===== src/rtl/lbfifo_rd.sv =====
`default_nettype none
// ============================================================================
// Module   : lbfifo_rd
// Brief    : Line-buffer FIFO whose read side arms once THRESH words are
//            buffered and drains until empty. Optional sticky overflow flag
//            enabled by defining LBFIFO_RD_OVERFLOW_EN.
// Revision : 1.0 - initial release
// ============================================================================
module lbfifo_rd #(
    parameter int WIDTH  = 16,
    parameter int DEPTH  = 64,
    parameter int THRESH = 8
) (
    input  logic                     CLK,
    input  logic                     RESET,
    input  logic [WIDTH-1:0]         wdata,
    input  logic                     wen,
    output logic                     full,
    input  logic                     ren,
    output logic [WIDTH-1:0]         rdata,
    output logic                     valid,
    output logic [$clog2(DEPTH):0]   count,
    output logic                     overflow
);

    localparam int AW = $clog2(DEPTH);
    localparam int CW = AW + 1;

    typedef enum logic [0:0] {
        FILL  = 1'b0,
        DRAIN = 1'b1
    } state_t;

    state_t          state_q, state_d;
    logic [AW-1:0]   waddr_q, waddr_d;
    logic [AW-1:0]   raddr_q, raddr_d;
    logic [CW-1:0]   count_q, count_d;
    logic            full_q, full_d;
    logic            pop, push;

    logic [WIDTH-1:0] mem [DEPTH];

    // A full buffer still accepts a write when the head leaves in the same cycle.
    assign pop  = ren & (state_q == DRAIN);
    assign push = wen & (~full_q | pop);

    always_comb begin
        waddr_d = waddr_q;
        raddr_d = raddr_q;
        count_d = count_q + CW'(push) - CW'(pop);
        full_d  = (count_d == CW'(DEPTH));
        state_d = state_q;
        if (push) begin
            waddr_d = waddr_q + AW'(1);
        end
        if (pop) begin
            raddr_d = raddr_q + AW'(1);
        end
        case (state_q)
            FILL:    if (count_d >= CW'(THRESH)) state_d = DRAIN;
            DRAIN:   if (count_d == '0)          state_d = FILL;
            default: state_d = FILL;
        endcase
    end

    always_ff @(posedge CLK) begin
        if (RESET) begin
            state_q <= FILL;
            waddr_q <= '0;
            raddr_q <= '0;
            count_q <= '0;
            full_q  <= 1'b0;
        end else begin
            state_q <= state_d;
            waddr_q <= waddr_d;
            raddr_q <= raddr_d;
            count_q <= count_d;
            full_q  <= full_d;
        end
    end

    // Storage is deliberately left unreset; rdata is meaningless until valid.
    always_ff @(posedge CLK) begin
        if (push) begin
            mem[waddr_q] <= wdata;
        end
    end

`ifdef LBFIFO_RD_OVERFLOW_EN
    logic overflow_q;

    always_ff @(posedge CLK) begin
        if (RESET) begin
            overflow_q <= 1'b0;
        end else if (wen & full_q & ~pop) begin
            overflow_q <= 1'b1;
        end
    end

    assign overflow = overflow_q;
`else
    assign overflow = 1'b0;
`endif

    assign rdata = mem[raddr_q];
    assign valid = (state_q == DRAIN);
    assign full  = full_q;
    assign count = count_q;

endmodule
`default_nettype wire


===== config.mk =====
export PLATFORM = sky130hd
export DESIGN_NAME = lbfifo_rd
export DESIGN_NICKNAME = d
export VERILOG_FILES = /design/src/rtl/lbfifo_rd.sv
export SDC_FILE = /design/constraint.sdc
export NUM_CORES = 1
export LEC_CHECK = 0
export ABC_AREA = 1
export CELL_PAD_IN_SITES_DETAIL_PLACEMENT = 0
export CELL_PAD_IN_SITES_GLOBAL_PLACEMENT = 1
export CORE_UTILIZATION = 56
export CTS_CLUSTER_SIZE = 10
export DETAILED_ROUTE_END_ITERATION = 12
export DONT_BUFFER_PORTS = 1
export GPL_TIMING_DRIVEN = 0
export HOLD_SLACK_MARGIN = 0.12
export PLACE_DENSITY = 0.91
export SLEW_MARGIN = 10
export SYNTH_ARGS = -nofsm -noshare
export SYNTH_HDL_FRONTEND = slang
export SYNTH_SLANG_ARGS = --single-unit
export TNS_END_PERCENT = 50

===== constraint.sdc =====
create_clock -name CLK -period 8.8 [get_ports CLK]
set_input_delay 2.64 -clock CLK [delete_from_list [all_inputs] [get_ports CLK]]
set_output_delay 2.64 -clock CLK [all_outputs]
set_load 0.02 [all_outputs]

# After elaboration in Yosys (flattened, before gate mapping)
# Memories as Yosys holds them, arrays and structs flattened. A register that Yosys moved wholly into a read port is not among the register bits.
# Index checks and enable logic that the tools add are counted.
# classes
muxes,7
reduce_logical,1
bitwise_logic,5
n_addsub,4
eq_ne,1
order_cmp,1
# ops
op,n
"adder 6 x 1 -> 6 bit, second input constant",2
two-way mux 6 bit,2
adder 7 x 1 -> 7 bit,1
"equality test 7 bit, second input constant",1
">= comparator 7 x 4 -> 1 bit, second input constant",1
zero test 7 bit,1
subtractor 7 x 1 -> 7 bit,1
two-way mux 1 bit,4
AND 1 bit,2
inverter 1 bit,2
case mux 1 bit (2 select lines),1
bitwise OR 1 bit,1
# totals
in_bits,20
register_bits,21
mem_count,1
ram_bits,1024
output_inout_bits,26
wordCells,25
# mem_list
memory,depth,width,rd,rd_ports_with_merged_regs,write_ports,line,text
mem,64,16,1,1,1,41,logic [WIDTH-1:0] mem [DEPTH];

# Longest topological paths before layout
# Gate-level depths: netlist (run 1).
# logic_depth
word_depth,8
mapped_depth,15
mapped_depth_nobuf,15

# Worst setup path before layout (run 1)
# Ideal clock, no wire load.
# synth_path
path_kind,input-to-reg
startpoint,in ren
endpoint,"mem mem[63][0], enable pin"
path_slack_ps,4202
setup_ps,412
n_path_buf,0
arrival_time_ps,4186
cell_stages,4
cell_sequence,nand2_1 nand2_1 nand2_1 nor3_1
# synth_between
elab_chain_len,5
# synth_rtl
item,line,text
start: declaration,19,"input logic ren,"
AND 1 bit,44,assign pop = ren & (state_q == DRAIN);
bitwise OR 1 bit,45,assign push = wen & (~full_q | pop);
AND 1 bit,45,
two-way mux 1 bit,84,if (push) begin
two-way mux 1 bit (implied by the code),85,mem[waddr_q] <= wdata;
end: declaration,41,
# No other way between the ends.

==> flow_summary_export.csv, run 1 <==
group,metric,value,unit
clock_tree,cts_sinks,1051,
global_route,grt_max_degree,65,
timing,final_max_slew_viol_count,0,
timing,relSlewSlack,35.7,%
pwr,ir_drop,0.000226,V
floorplan,dieArea,0.0777,sq mm
timing,setup_viol,0,
synthesis,yosysSeqAreaShare,73.0,%
clock_tree,cts_setup_buffers,0,
placement,portBuffers,0,
placement,placed_cell_area,0.0452,sq mm
placement,gp_congestion,1.00,
timing,setup_tns,0,ns
synthesis,synth_top_cell_by_area,"edfxtp_1",
final_layout,multi_input_area,0.0102,sq mm
timing,max_freq,165,MHz
floorplan,start_util,56.5,%
global_route,antenna_found_initial,2,
critical_path,worstReg2RegEnd,"mem[60][11]$_DFFE_PP_",
timing,holdWs,0.519,ns
pwr,seqPwrFrac,45.9,%
drt,wl_per_cell,27.8,um
hold_path,hold_class,"reg -> reg",
critical_path,cp_cell_sequence,"buf_2 -> buf_1 -> nand3_1 -> nand2_1 -> nand2_1 -> nand3_1 -> nand3_1 -> nand2_1",
final_layout,fill_cells,5634,
synthesis,synth_most_common_cell,"nand2_1",
final_layout,nets,3857,
pwr,p_sw_share,29.4,%
final_layout,n_antenna_cell,0,
clock_tree,cts_tree,"done",
drt,final_antenna_net_count,0,
critical_path,r2r.worst_path.cells,7,
critical_path,crit_buf_inv,2,
drt,drc,0,
critical_path,crit_required,6.16,ns
critical_path,rr_startpoint,"valid$_SDFF_PP0_",
clock_tree,clock_latency,0.70,ns
timing,layout_setup_ws,2.72,ns
clock_tree,clk_pin_slew,0.05,ns
synthesis,synth_top_area_share,71.7,%
floorplan,io_pins,46,
clock_tree,cts_max_level,3,
timing,worst_pin_slew,0.963,ns
hold_path,whs_path_depth,2,
critical_path,slowest_delay,0.74,ns
run,drv_cap,0,
pwr,p_per_area,251,mW/mm^2
final_layout,final_area,0.0483,sq mm
synthesis,synth_area_leaders,"edfxtp_1, nand2_1, nand3_1",
critical_path,cp.arrival,3.44,ns
clock_tree,cts_buffer_depth,3,
critical_path,crit_path_start_kind,"register",
timing,skew,0.0373,ns
floorplan,rows,101,
timing,hold_viol_final,0,
synthesis,synth_cell_types,26,
global_route,overflow,0,
pwr,p_sw,3.57,mW
placement,dpl.cell_count,4687,
floorplan,design.core.area,0.0758,sq mm
synthesis,synth_nets,3675,
critical_path,critical_path.top_delay_family,"buffers and inverters",
synthesis,dominantRegCellSynth,"edfxtp_1",
synthesis,syn_area_per_cell,11.8,sq um
clock_tree,cts_resized,0,
critical_path,crit_fanout,10,
synthesis,synthTopCellsByCount,"nand2_1, edfxtp_1, nand3_1",
run_status,status,"complete, no violations",
pwr,p_leak,17.5,nW
drt,routed_wl,134,mm
drt,num_vias,30000,
floorplan,die_x,279,um
floorplan,die_h,279,um
critical_path,r2r_setup_slack,5.30,ns
timing,rsz0062_at_grt,"false",
pwr,p_clk_share,34.5,%
global_route,grt.total_usage,34.5,%
placement,post-dp-hpwl,88.1,mm
synthesis,synth_edf_count,1024,
placement,pre_cts_ws,3.37,ns
final_layout,regArea,0.0313,sq mm
final_layout,fin_cells,4829,
timing,period_needed,6.08,ns
pwr,p_int,8.58,mW
clock_tree,ctsHoldBuffers,0,
timing,finalCritPeriodShare,69.1,%
drt,dr.pass1.iters,8,
drt,dr.first_iter.drc_count,4145,
global_route,grt_pass1_wl,189,mm
clock_tree,cts_made_buffers,116,
critical_path,worstSetupPathType,"reg -> out",
critical_path,crit_path_top_delay_cell,"buf_1",
clock_tree,ctsRootBufferMaster,"clkbuf_16",
final_layout,area_growth,12.8,%
drt,vias_per_cell,6.22,
final_layout,drive_gt1_share,11.3,%
critical_path,end_kind,"primary output",
synthesis,async_flop_share,0,%
global_route,grt_pass1_vias,28500,
hold_path,worstHoldStart,"raddr_q[2]$_SDFFE_PP0P_",
critical_path,cp.depth,8,
synthesis,synthCells,3645,
synthesis,yosysWarnings,0,
synthesis,synth_seq_cells,1051,
pwr,p_comb_share,19.6,%
synthesis,synth_area,0.0429,sq mm
placed cells by master, fill, tap and decap left out, drive strengths merged:
master  instances
edfxtp       1024
nand2        1326
dfxtp          27
nor3            6
xor2            3
nand4           6
o21ai           5
fa              1
clkinv          3
inv            39
and3            1
a211oi          1
nand3         877
xnor2           2
o211ai          1
buf           266
ha              9
bufinv          2
nor2           87
clkbuf        154
a21oi          10
conb            1
state kept, by name, summed over array words and instances (netlist names), named ones only:
signal   cells
count        7
full         1
raddr_q      6
valid        1
mem       1024
waddr_q      6
worst max path at each step:
stage | startpoint | to | slack (ns)
final | register | rdata[3] | 2.72
after global routing | register | rdata[9] | 2.73
after CTS | register | rdata[4] | 2.84
after detailed placement | ren | mem[28][6]$_DFFE_PP_ | 3.37
after global placement | ren | mem[63][6]$_DFFE_PP_ | 2.46
after floorplan | ren | mem[63][0]$_DFFE_PP_ | 4.20
logic make-up after synthesis:
family	share of synthesized area (%)
DFF	73.0
AOI/OAI and AO/OA	0.210
other	0.00875
xor gates and xnor gates	0.102
buffers and inverters	3.60
adders and majority gates	0.309
and+or+nand+nor	22.8
final cells by class:
| cell class | count | area share [%] |
|---|---|---|
| Multi-Input combinational cell | 2336 | 21.1 |
| Clock buffer | 133 | 6.14 |
| Timing Repair Buffer | 64 | 2.04 |
| Buffer | 223 | 2.91 |
| Tap cell | 978 | 2.53 |
| Clock inverter | 9 | 0.272 |
| Inverter | 35 | 0.282 |
| Sequential cell | 1051 | 64.7 |
routing by layer:
layer	GRT usage, %	vias to the layer above	wire length, um
li1	-	13100	-
met1	46.1	14500	48400
met2	51.6	2048	59700
met3	10.2	369	18800
met4	17.4	4	7260
met5	0	-	26
stage by stage:
step	utilization, %	power (mW)
floorplan	-	7.14
global placement	58.2	7.92
detailed placement	59.7	7.96
CTS	63.8	12.1
global route	63.8	12.5
finish	63.8	12.2
power by group through the flow:
stage / clock network, mW / registers, mW / logic (mW)
after CTS: 4.18 / 5.58 / 2.30
after global placement: 0 / 5.68 / 2.24
after detailed placement: 0 / 5.68 / 2.28
after floorplan: 0 / 5.68 / 1.46
final: 4.20 / 5.58 / 2.38
after global routing: 4.38 / 5.58 / 2.53
worst min-delay path: cells and delay by family (launching register included):
kind | cells | cell delay [ns]
DFF | 1 | 0.30
AOI/OAI and AO/OA | 1 | 0.09
buffers and inverters | 1 | 0.08
Note: power is estimated with default switching activity, not from simulation.
==> run 2: changes to the inputs <==
- CORE_UTILIZATION: 56 -> 47
- PLACE_DENSITY: 0.91 -> 0.82
- clock period: 8.8 -> 5.2 ns (I/O delays scaled with it)
==> flow_summary_export.csv, run 2 (synthesized netlist as in run 1, its figures left out) <==
group,metric,value,unit
clock_tree,cts_buffer_depth,3,
placement,portBuffers,0,
clock_tree,ctsHoldBuffers,0,
timing,period_needed,5.21,ns
run,drv_cap,0,
timing,holdWs,0.522,ns
drt,dr.first_iter.drc_count,4356,
final_layout,final_common_cell,"nand2_1",
clock_tree,cts_max_level,3,
hold_path,hold_class,"reg -> reg",
placement,gp_congestion,0.951,
final_layout,area_growth,13.3,%
timing,hold_viol_final,0,
floorplan,design.core.area,0.0901,sq mm
pwr,p_leak,17.5,nW
floorplan,die_x,304,um
clock_tree,cts_setup_buffers,0,
hold_path,whs_path_depth,2,
timing,relSlewSlack,32.2,%
final_layout,regMostFlops,"mem",
timing,layout_setup_ws,-0.0129,ns
final_layout,largest_register_ffs,1024,
placement,dpl.cell_count,4880,
hold_path,worstHoldStart,"raddr_q[2]$_SDFFE_PP0P_",
timing,skew,0.0329,ns
timing,finalCritPeriodShare,100,%
global_route,grt_max_degree,65,
final_layout,fin_util,53.9,%
final_layout,layout_common_cells,"nand2_1, edfxtp_1, nand3_1, buf_2, clkbuf_16",
critical_path,worstSetupPathType,"reg -> out",
critical_path,crit_fanout,10,
pwr,fin_total_pwr,20.5,mW
floorplan,dieArea,0.0924,sq mm
critical_path,end_kind,"primary output",
timing,final_max_slew_viol_count,0,
critical_path,worstReg2RegEnd,"mem[61][8]$_DFFE_PP_",
timing,max_freq,192,MHz
drt,wl_per_cell,26.9,um
drt,final_antenna_net_count,0,
pwr,ir_drop,0.000330,V
floorplan,io_pins,46,
drt,vias_per_cell,5.87,
clock_tree,cts_made_buffers,115,
floorplan,die_h,304,um
global_route,overflow,0,
final_layout,drive_gt1_share,11.1,%
global_route,antenna_found_initial,1,
clock_tree,cts_tree,"done",
drt,dr.pass1.iters,6,
final_layout,fin_cells,5032,
run_status,status,"finished, violations left",
final_layout,regArea,0.0313,sq mm
timing,setup_viol,1,
drt,routed_wl,135,mm
clock_tree,clk_pin_slew,0.05,ns
final_layout,nets,3851,
floorplan,rows,110,
timing,rsz0062_at_grt,"false",
pwr,p_per_area,422,mW/mm^2
floorplan,start_util,47.6,%
global_route,grt.total_usage,29.0,%
global_route,grt_pass1_vias,27600,
critical_path,r2r.worst_path.cells,7,
placement,post-dp-hpwl,88.2,mm
clock_tree,clock_latency,0.70,ns
run_status,violations,"negative setup slack",
critical_path,crit_required,3.64,ns
critical_path,rr_startpoint,"valid$_SDFF_PP0_",
global_route,grt_pass1_wl,191,mm
drt,drc,0,
critical_path,crit_path_start_kind,"register",
drt,num_vias,29600,
final_layout,multi_input_area,0.0102,sq mm
clock_tree,ctsRootBufferMaster,"clkbuf_16",
critical_path,cp.arrival,3.65,ns
clock_tree,cts_resized,0,
clock_tree,cts_sinks,1051,
timing,worst_pin_slew,1.02,ns
final_layout,fill_cells,7500,
critical_path,r2r_setup_slack,1.65,ns
## run 2: cell count changes in the layout (fill, tap and decap cells not counted), sizes merged
cell,change
clkinv,+2
clkbuf,+11
bufinv,-2
diode,+1
inv,-2
buf,-5
## run 2: metal layers
layer / up-vias / routed length [um] / GRT usage (%)
met5: - / 0 / 0
met4: 0 / 6180 / 12.9
met3: 284 / 16800 / 6.82
met2: 1786 / 61000 / 44.9
met1: 14400 / 51300 / 39.0
li1: 13100 / - / -
## run 2: power breakdown
group,switching (mW),internal (mW)
combinational,2.86,1.11
sequential,0.0731,9.36
clock,3.10,3.98
total,6.04,14.5
## run 2: layout make-up
class                           instances  area share [%]
Multi-Input combinational cell       2336            21.1
Antenna cell                            1         0.00515
Timing Repair Buffer                   59            1.91
Tap cell                             1176            3.03
Sequential cell                      1051            64.4
Clock buffer                          144            6.19
Inverter                               35           0.281
Buffer                                223            2.89
Clock inverter                          7           0.155
## run 2: stage by stage
stage                     setup slack (ns)  instance area, sq um  setup TNS, ns
after floorplan                       1.68                 42900              0
after CTS                            0.108                 48600              0
final                              -0.0129                 48600        -0.0129
after global routing               0.00964                 48600              0
after global placement              -0.255                 44300          -4.15
after detailed placement             0.759                 45500              0
## run 2: worst max path at each step
stage	slack, ns	start	cells after the start	to
after floorplan	1.68	ren	4	mem[63][0]$_DFFE_PP_
after global placement	-0.25	ren	4	mem[63][9]$_DFFE_PP_
after detailed placement	0.76	ren	7	mem[61][9]$_DFFE_PP_
after CTS	0.11	register	8	rdata[14]
after global routing	0.01	register	8	rdata[14]
final	-0.01	register	8	rdata[14]
## run 2: critical path, cell delays in order (launching register included)
cell and delay [ns]:
dfxtp_1 0.37, buf_2 0.55, buf_1 0.82, nand3_1 0.22, nand2_1 0.20, nand2_1 0.09, nand3_1 0.11, nand3_1 0.20
nand2_1 0.38
